===== src/rtl/cia_pkg.sv =====
// Shared definitions for the CIA-style timer bank: register offsets inside a
// channel window, control-register bit positions, ICR set/clear bit, the
// control-register storage type and small address/size helpers.
// No ports (package).
package cia_pkg;

  // Each timer channel owns an 8-byte register window.
  localparam int REGS_PER_CH = 8;

  // Offsets inside a channel window.
  localparam int CNT0_OFF = 0;
  localparam int CR_OFF   = 4;

  // Control register bit positions.
  localparam int CR_START   = 0;
  localparam int CR_RUNMODE = 3;
  localparam int CR_LOAD    = 4;
  localparam int CR_INMODE  = 5;

  // ICR write: bit 7 selects set (1) or clear (0) of the mask bits.
  localparam int ICR_SETCLR = 7;

  // Stored control bits; LOAD is a strobe and is never stored.
  typedef struct packed {
    logic inmode;
    logic runmode;
    logic start;
  } cr_t;

  // Bytes per counter.
  function automatic int nb_of(input int tw);
    return tw / 8;
  endfunction

  // ICR sits directly after the last channel window.
  function automatic int icr_addr(input int ntmr);
    return REGS_PER_CH * ntmr;
  endfunction

endpackage


===== src/rtl/cia_timer_bank_if.sv =====
// CIA-style 8-bit register bus bundle.
//   aen      address enable
//   rd, wr   read / write strobes
//   rs       register select (AW bits)
//   data_in  write data
//   data_out read data (0 when not selected or not reading)
// master: the bus driver (CPU side); slave: the timer bank.
interface cia_timer_bank_if #(
  parameter int AW = 6
);
  logic          aen;
  logic          rd;
  logic          wr;
  logic [AW-1:0] rs;
  logic [7:0]    data_in;
  logic [7:0]    data_out;

  modport master (
    output aen, rd, wr, rs, data_in,
    input  data_out
  );

  modport slave (
    input  aen, rd, wr, rs, data_in,
    output data_out
  );
endinterface


===== src/rtl/cia_tmr_chan.sv =====
// One timer channel: reload latch, down-counter, control register and the
// high-byte read snapshot used for tear-free multi-byte reads.
// Ports:
//   clk, reset_n, clk7_en  clock, sync active-low reset, state-advance enable
//   cnt_in                 count source already selected by the parent
//                          (eclk or predecessor underflow)
//   wsel, rsel             write / read of this channel's window this cycle
//   off                    offset inside the 8-byte window
//   data_in                write data
//   rdata                  read data, 0 unless rsel
//   inmode                 current INMODE bit, for the parent's source mux
//   ovf                    underflow this cycle (combinational, gated by
//                          clk7_en and reset so it can ripple into successors)
module cia_tmr_chan
  import cia_pkg::*;
#(
  parameter int TW = 16
) (
  input  logic       clk,
  input  logic       reset_n,
  input  logic       clk7_en,
  input  logic       cnt_in,
  input  logic       wsel,
  input  logic       rsel,
  input  logic [2:0] off,
  input  logic [7:0] data_in,
  output logic [7:0] rdata,
  output logic       inmode,
  output logic       ovf
);

  localparam int NB = nb_of(TW);

  logic [TW-1:0] latch;
  logic [TW-1:0] latch_nx;
  logic [TW-1:0] counter;
  cr_t           cr;
  logic          cr_wr;
  logic          load_cr;
  logic          top_wr;
  logic          cnt_evt;
  logic          at_zero;
  logic [7:0]    snap_byte;
  logic [7:0]    cr_byte;

  // Latch with this cycle's byte write merged in, so a top-byte write can
  // load the counter with the complete new value in the same cycle.
  always_comb begin
    latch_nx = latch;
    for (int b = 0; b < NB; b++) begin
      if (wsel && off == 3'(b)) latch_nx[8*b +: 8] = data_in;
    end
  end

  assign cr_wr   = wsel & (off == 3'(CR_OFF));
  assign load_cr = cr_wr & data_in[CR_LOAD];
  assign top_wr  = wsel & (off == 3'(NB-1));
  assign cnt_evt = cr.start & cnt_in;
  assign at_zero = (counter == '0);
  assign inmode  = cr.inmode;

  // A forced load suppresses the count for that cycle, including underflow.
  assign ovf = reset_n & clk7_en & cnt_evt & at_zero & ~load_cr;

  always_ff @(posedge clk) begin
    if (clk7_en) begin
      if (!reset_n) begin
        latch   <= '1;
        counter <= '1;
        cr      <= '0;
      end else begin
        latch <= latch_nx;

        if (load_cr || (top_wr && !cr.start)) begin
          counter <= latch_nx;
        end else if (cnt_evt) begin
          counter <= at_zero ? latch_nx : counter - TW'(1);
        end

        // An explicit CR write beats load-and-go, which beats one-shot stop.
        if (cr_wr) begin
          cr.start   <= data_in[CR_START];
          cr.runmode <= data_in[CR_RUNMODE];
          cr.inmode  <= data_in[CR_INMODE];
        end else if (top_wr && cr.runmode) begin
          cr.start <= 1'b1;
        end else if (ovf && cr.runmode) begin
          cr.start <= 1'b0;
        end
      end
    end
  end

  // Reading byte 0 freezes the upper bytes so a following multi-byte read
  // sees one consistent counter value.
  if (NB > 1) begin : g_snap
    logic [TW-9:0] snap;

    always_ff @(posedge clk) begin
      if (clk7_en) begin
        if (!reset_n) begin
          snap <= '0;
        end else if (rsel && off == 3'(CNT0_OFF)) begin
          snap <= counter[TW-1:8];
        end
      end
    end

    always_comb begin
      snap_byte = '0;
      for (int b = 1; b < NB; b++) begin
        if (off == 3'(b)) snap_byte = snap[8*(b-1) +: 8];
      end
    end
  end else begin : g_nosnap
    assign snap_byte = '0;
  end

  always_comb begin
    cr_byte             = '0;
    cr_byte[CR_START]   = cr.start;
    cr_byte[CR_RUNMODE] = cr.runmode;
    cr_byte[CR_INMODE]  = cr.inmode;
  end

  // snap_byte is already 0 for reserved offsets.
  always_comb begin
    rdata = '0;
    if (rsel) begin
      if (off == 3'(CNT0_OFF))    rdata = counter[7:0];
      else if (off == 3'(CR_OFF)) rdata = cr_byte;
      else                        rdata = snap_byte;
    end
  end

endmodule


===== src/rtl/cia_timer_bank.sv =====
// Parametrised CIA-style timer bank: NTMR down-counters of TW bits behind an
// 8-bit register bus, with optional cascading of each channel from its
// predecessor and a shared ICR-style interrupt controller.
// Ports:
//   clk, reset_n, clk7_en  clock, sync active-low reset, state-advance enable
//   bus                    register bus (slave side)
//   eclk                   E-clock count enable
//   irq                    registered interrupt request, |(status & mask)
//   tmr_ovf                per-channel underflow pulse
// Map: channel i at 8*i (bytes 0..NB-1 counter LSB first, 4 = CR),
//      ICR at 8*NTMR, everything else reads 0.
module cia_timer_bank
  import cia_pkg::*;
#(
  parameter int NTMR = 4,
  parameter int TW   = 16,
  parameter int AW   = 6
) (
  input  logic            clk,
  input  logic            reset_n,
  input  logic            clk7_en,
  cia_timer_bank_if.slave bus,
  input  logic            eclk,
  output logic            irq,
  output logic [NTMR-1:0] tmr_ovf
);

  localparam int ICR_ADDR = icr_addr(NTMR);

  logic            rd_act;
  logic            wr_act;
  logic            icr_hit;
  logic            icr_rd;
  logic            icr_wr;
  logic [NTMR-1:0] status;
  logic [NTMR-1:0] mask;
  logic [7:0]      icr_byte;
  logic [7:0]      rdata_or;
  logic [7:0]      ch_rdata [NTMR];

  // Simultaneous rd and wr is treated as a write with no read data.
  assign wr_act  = bus.aen & bus.wr;
  assign rd_act  = bus.aen & bus.rd & ~bus.wr;
  assign icr_hit = (bus.rs == AW'(ICR_ADDR));
  assign icr_rd  = rd_act & icr_hit;
  assign icr_wr  = wr_act & icr_hit;

  for (genvar i = 0; i < NTMR; i++) begin : g_ch
    logic hit;
    logic cnt_in;
    logic inmode;
    logic ovf;

    assign hit = (bus.rs[AW-1:3] == (AW-3)'(i));

    // Channel 0 has no predecessor, so it always counts eclk. Later channels
    // take the predecessor's same-cycle underflow, letting a carry ripple
    // down the whole chain within one clk7_en cycle.
    if (i == 0) begin : g_src
      assign cnt_in = eclk;
    end else begin : g_src
      assign cnt_in = inmode ? g_ch[i-1].ovf : eclk;
    end

    cia_tmr_chan #(
      .TW(TW)
    ) u_chan (
      .clk    (clk),
      .reset_n(reset_n),
      .clk7_en(clk7_en),
      .cnt_in (cnt_in),
      .wsel   (wr_act & hit),
      .rsel   (rd_act & hit),
      .off    (bus.rs[2:0]),
      .data_in(bus.data_in),
      .rdata  (ch_rdata[i]),
      .inmode (inmode),
      .ovf    (ovf)
    );

    assign tmr_ovf[i] = ovf;
  end

  // A read-clear loses to an underflow arriving in the same cycle.
  // irq is taken from the registered status/mask, so it trails them by one.
  always_ff @(posedge clk) begin
    if (clk7_en) begin
      if (!reset_n) begin
        status <= '0;
        mask   <= '0;
        irq    <= 1'b0;
      end else begin
        status <= (icr_rd ? '0 : status) | tmr_ovf;
        if (icr_wr) begin
          if (bus.data_in[ICR_SETCLR]) mask <= mask | bus.data_in[NTMR-1:0];
          else                         mask <= mask & ~bus.data_in[NTMR-1:0];
        end
        irq <= |(status & mask);
      end
    end
  end

  always_comb begin
    icr_byte             = '0;
    icr_byte[NTMR-1:0]   = status;
    icr_byte[ICR_SETCLR] = irq;
  end

  // Unselected sources drive 0, so a plain OR forms the read mux.
  always_comb begin
    rdata_or = '0;
    for (int i = 0; i < NTMR; i++) rdata_or = rdata_or | ch_rdata[i];
    if (icr_rd) rdata_or = rdata_or | icr_byte;
  end

  assign bus.data_out = rdata_or;

endmodule


===== src/flat_wrapper.sv =====
// flat-port wrapper written by rule: the top's interface ports become plain ports
module cia_timer_bank_flat import cia_pkg::*;
#(
  parameter int NTMR = 4,
  parameter int TW   = 16,
  parameter int AW   = 6
)
  (clk, reset_n, clk7_en, eclk, irq, tmr_ovf, bus_aen, bus_rd, bus_wr, bus_rs, bus_data_in, bus_data_out);
  cia_timer_bank_if #(.AW(AW)) bus_i ();
  input  logic clk;
  input  logic reset_n;
  input  logic clk7_en;
  input  logic eclk;
  output logic irq;
  output logic [NTMR-1:0] tmr_ovf;
  input wire logic [$bits(bus_i.aen)-1:0] bus_aen;
  input wire logic [$bits(bus_i.rd)-1:0] bus_rd;
  input wire logic [$bits(bus_i.wr)-1:0] bus_wr;
  input wire logic [$bits(bus_i.rs)-1:0] bus_rs;
  input wire logic [$bits(bus_i.data_in)-1:0] bus_data_in;
  output wire logic [$bits(bus_i.data_out)-1:0] bus_data_out;
  assign bus_i.aen = bus_aen;
  assign bus_i.rd = bus_rd;
  assign bus_i.wr = bus_wr;
  assign bus_i.rs = bus_rs;
  assign bus_i.data_in = bus_data_in;
  assign bus_data_out = bus_i.data_out;
  cia_timer_bank #(.NTMR(NTMR), .TW(TW), .AW(AW)) u_core (.clk(clk), .reset_n(reset_n), .clk7_en(clk7_en), .bus(bus_i), .eclk(eclk), .irq(irq), .tmr_ovf(tmr_ovf));
endmodule

===== config.mk =====
export PLATFORM = sky130hd
export DESIGN_NAME = cia_timer_bank_flat
export DESIGN_NICKNAME = d
export VERILOG_FILES = /design/src/rtl/cia_pkg.sv /design/src/rtl/cia_timer_bank_if.sv /design/src/rtl/cia_tmr_chan.sv /design/src/rtl/cia_timer_bank.sv /design/src/flat_wrapper.sv
export SDC_FILE = /design/constraint.sdc
export NUM_CORES = 1
export LEC_CHECK = 0
export BUFFER_PORTS_ARGS = -buffer_cell sky130_fd_sc_hd__buf_2
export CAP_MARGIN = 20
export CORE_AREA = 2 2 162 164
export CTS_BUF_LIST = sky130_fd_sc_hd__clkbuf_8
export DETAILED_ROUTE_END_ITERATION = 10
export DIE_AREA = 0 0 164 166
export PLACE_DENSITY = 0.56
export SYNTH_ARGS = -nofsm -noshare
export SYNTH_HDL_FRONTEND = slang
export SYNTH_SLANG_ARGS = --single-unit
export TNS_END_PERCENT = 30

===== constraint.sdc =====
create_clock -name clk -period 4.49 [get_ports clk]
set_input_delay 0.449 -clock clk [delete_from_list [all_inputs] [get_ports clk]]
set_output_delay 0.449 -clock clk [all_outputs]
set_load 0.03 [all_outputs]

==> summary.md <==
| Metric | Value |
|---|---|
| Vias | `about 7600` |
| VDD IR max | `roughly 0.18 mV` |
| DRC | `0` |
| Setup repair bufs after CTS | `0` |
| Hold-fix buffers, CTS | `0` |
| Fmax | `0.260 GHz` |
| Synth Net Count | `between 900 and 1000` |
| PD cells | `309 mW/mm²` |
| Worst-Margin Slew | `1.04 ns` |
| Die Y | `around 170 µm` |
| Setup repair after global routing missed its margin | `no` |
| Die X | `between 150 and 200 µm` |
| Req. time, crit path | `4.04 ns` |
| Fin crit period | `3.85 ns` |
| Post-synth ARST share | `0` |
| Initial drt markers | `between 800 and 900` |
| Layout Utilization | `0.423` |
| Slew headroom | `0.298` |
| Number of inserted diodes | `0` |
| Global-route wire length before repair | `45300 µm` |
| CTS clk-pin slew, worst paths | `around 0.09 ns` |
| Comb pwr share | `0.077` |
| Seq/Total Area, Yosys | `0.544` |
| CTS resizes | `0` |
| Initial core utilization | `0.390` |
| Floorplan core area | `0.0256 mm²` |
| Routability congestion estimate | `between 0.9 and 1` |
| Internal | `about 2.5 mW` |
| Clk network pwr share | `0.338` |
| Switch share | `0.246` |
| DRT Wirelength | `30000 µm` |
| Clock Sinks | `roughly 180` |
| Wirelength per Cell | `roughly 23 µm` |
| R2r setup slk | `between 1 and 1.5 ns` |
| Max cap viols | `0` |
| Area of the multi-input gates | `between 0.004 and 0.005 mm²` |
| Crit-path max FO | `5` |
| Type of the worst setup path | `register to primary output` |
| Seq cells post-synth | `181` |
| Post-Synthesis Cells | `between 900 and 1000` |
| Synth warnings | `0` |
| Row cnt | `a little under 60` |
| CTS Buf Count | `17` |
| H-tree depth | `4` |
| Ranking of synthesized cells by area | `edfxtp_1 54%, nand2_1 6.5%, nand3_1 4.0%` |
| Post-DRT Antenna Nets | `0` |
| Area growth syn-to-layout | `8.54%` |
| Detailed Place HPWL | `roughly 21000 µm` |
| Top FF cell, synth | `edfxtp_1` |
| Sequential share of power | `0.585` |
| Outcome | `finished clean` |
| Gr ovfl total | `0` |
| Nets | `989` |
| Fin. Hold Viols | `0` |
| Port bufs | `33` |
| Largest net degree at the start of global routing | `slightly below 90` |
| Final critical-path share of the clock period | `0.856` |
| CTS tree | `yes` |
| Post-synth top area share | `0.544` |
| Switching pwr | `slightly above 800 µW` |
| Clk buf depth | `2` |
| Fill cell count | `between 2000 and 2500` |
| Post-synth cell types | `67` |
| CTS Root Cell | `clkbuf_8` |
| Post-DR vias/cell | `approximately 5.8` |
| GR Util All Layers | `0.224` |
| Worst hold slack | `just under 0.4 ns` |
| Vias in the first global route | `7296` |
| Max-slew violation count | `0` |
| Initial antenna violation count | `0` |
| DR pass1 iterations | `8` |
| Leak | `3.54 nW` |
| TNS Setup | `0 ns` |
| Worst setup SP type | `register` |
| HP Class | `primary input to register` |
| Critical Path End Type | `primary output` |
| Crit path arrival time | `~3.4 ns` |
| FF+latch area | `~0.0054 mm²` |
| Final setup violation count | `0` |
| Die area | `0.0272 mm²` |
| Largest area contributor in the netlist | `edfxtp_1` |
| Fraction of layout cells with a size suffix above 1 | `0.0893` |
| IO Pins | `34` |
| Syn_area_per_cell | `roughly 10 µm²` |
| Skew-Pair Late Insertion Delay | `0.47 ns` |
| Cell Area, Synth | `~0.01 mm²` |
| EDFF count, synth | `roughly 180` |
| Clock Skew | `around 0.015 ns` |
-- synth_stat cells (8+ instances only) --
| cell | instances |
|---|---|
| a22o_1 | 22 |
| mux2i_1 | 26 |
| a21oi_1 | 20 |
| clkbuf_1 | 45 |
| or4_1 | 8 |
| or3_1 | 10 |
| xor2_1 | 23 |
| edfxtp_1 | 181 |
| inv_1 | 15 |
| xnor2_1 | 25 |
| nor3_1 | 28 |
| nand2_1 | 172 |
| o21a_1 | 25 |
| nor2b_1 | 11 |
| nor4_1 | 12 |
| o21ai_0 | 19 |
| nand3_1 | 80 |
| o2bb2ai_1 | 15 |
| and2_1 | 43 |
| a22oi_1 | 17 |
| nor2_1 | 44 |
| a31oi_1 | 10 |
-- stage by stage --
step | area [µm²] | worst slack [ns] | power [mW] | instances
2_1_floorplan | 9990 | 0.943 | 2.14 | 954
3_3_place_gp | 10400 | 1.06 | 2.26 | 1276
3_5_place_dp | 10400 | 1.06 | 2.25 | 1276
4_1_cts | 10800 | 0.622 | 3.37 | 1307
5_1_grt | 10800 | 0.485 | 3.47 | 1309
6_report | 10800 | 0.645 | 3.36 | 1309
-- power by group through the flow --
stage	clock network [mW]	logic [mW]	registers, mW
4_1_cts	1.16	0.257	1.96
3_3_place_gp	0	0.256	2.00
3_5_place_dp	0	0.256	2.00
6_report	1.13	0.259	1.96
2_1_floorplan	0	0.159	1.98
5_1_grt	1.22	0.283	1.97
-- sequential cells by signal (all words and copies together) (netlist names) --
name,cells
u_core.g_ch.u_chan.latch,64
u_core.g_ch.u_chan.inmode,4
u_core.irq,1
u_core.g_ch.u_chan.g_snap.snap,32
u_core.mask,4
u_core.g_ch.u_chan.counter,64
u_core.g_ch.u_chan.cr,8
u_core.status,4
-- cell usage in the layout, fill, tap and decap left out, types with 7 or more instances in the layout --
cell	Yosys	final
a21oi_1	20	20
a22o_1	22	22
a22oi_1	17	17
a31oi_1	10	7
and2_1	43	43
buf_2	1	31
buf_4	4	12
clkbuf_8	0	17
edfxtp_1	181	181
inv_1	15	19
mux2i_1	26	26
nand2_1	172	172
nand3_1	80	80
nand4_1	7	7
nor2_1	44	44
nor2b_1	11	11
nor3_1	28	28
nor4_1	12	12
o21a_1	25	25
o21ai_0	19	19
o2bb2ai_1	15	15
or3_1	10	10
or4_1	8	8
xnor2_1	25	25
xor2_1	23	23
-- critical path, stage by stage (launching register included) --
cell and delay, ns:
edfxtp_1 0.45, inv_1 0.09, ha_1 0.18, or4b_1 0.46, nor4_1 0.55, o211ai_1 0.17
or4b_1 0.51, a21oi_1 0.26, buf_2 0.25
-- worst paths after layout --
kind / from / to / cells past startpoint
max: u_core.g_ch[1].u_chan.counter[0] / tmr_ovf[3] / 8
min: clk7_en / u_core.g_ch[3].u_chan.latch[12] / 1
max reg2reg: u_core.g_ch[1].u_chan.counter[0] / u_core.g_ch[3].u_chan.counter[1] / 9
min reg2reg: u_core.g_ch[3].u_chan.latch[13] / u_core.g_ch[3].u_chan.latch[13] / 2
-- kinds of logic (layout without fill, tap and decap cells) --
kind of cell,Yosys count,after routing,synth area share
AND/OR/NAND/NOR,451,451,0.222
flip-flops,181,181,0.544
AO/OA/AOI/OAI,165,165,0.122
buffers and inverters,71,91,0.0291
XOR/XNOR,48,48,0.0421
multiplexers,32,32,0.0339
adder cells (fa/ha/maj),6,6,0.00751
-- final cells by class --
class	instances	share of cell area
clock inverters	14	0.0136
clock buffers	17	0.0216
repair buffers	45	0.0247
well taps	335	0.0387
inverters	15	0.00519
flip-flops and latches	181	0.501
multi-input cells	702	0.395
-- per-layer routing --
metal,track usage,part of all wire,wire (µm)
met5,0,0,0
met4,0.0713,0.023,692
met3,0.0470,0.081,2420
met2,0.325,0.44,13300
met1,0.333,0.45,13600
(Power assumes the default switching activity.)
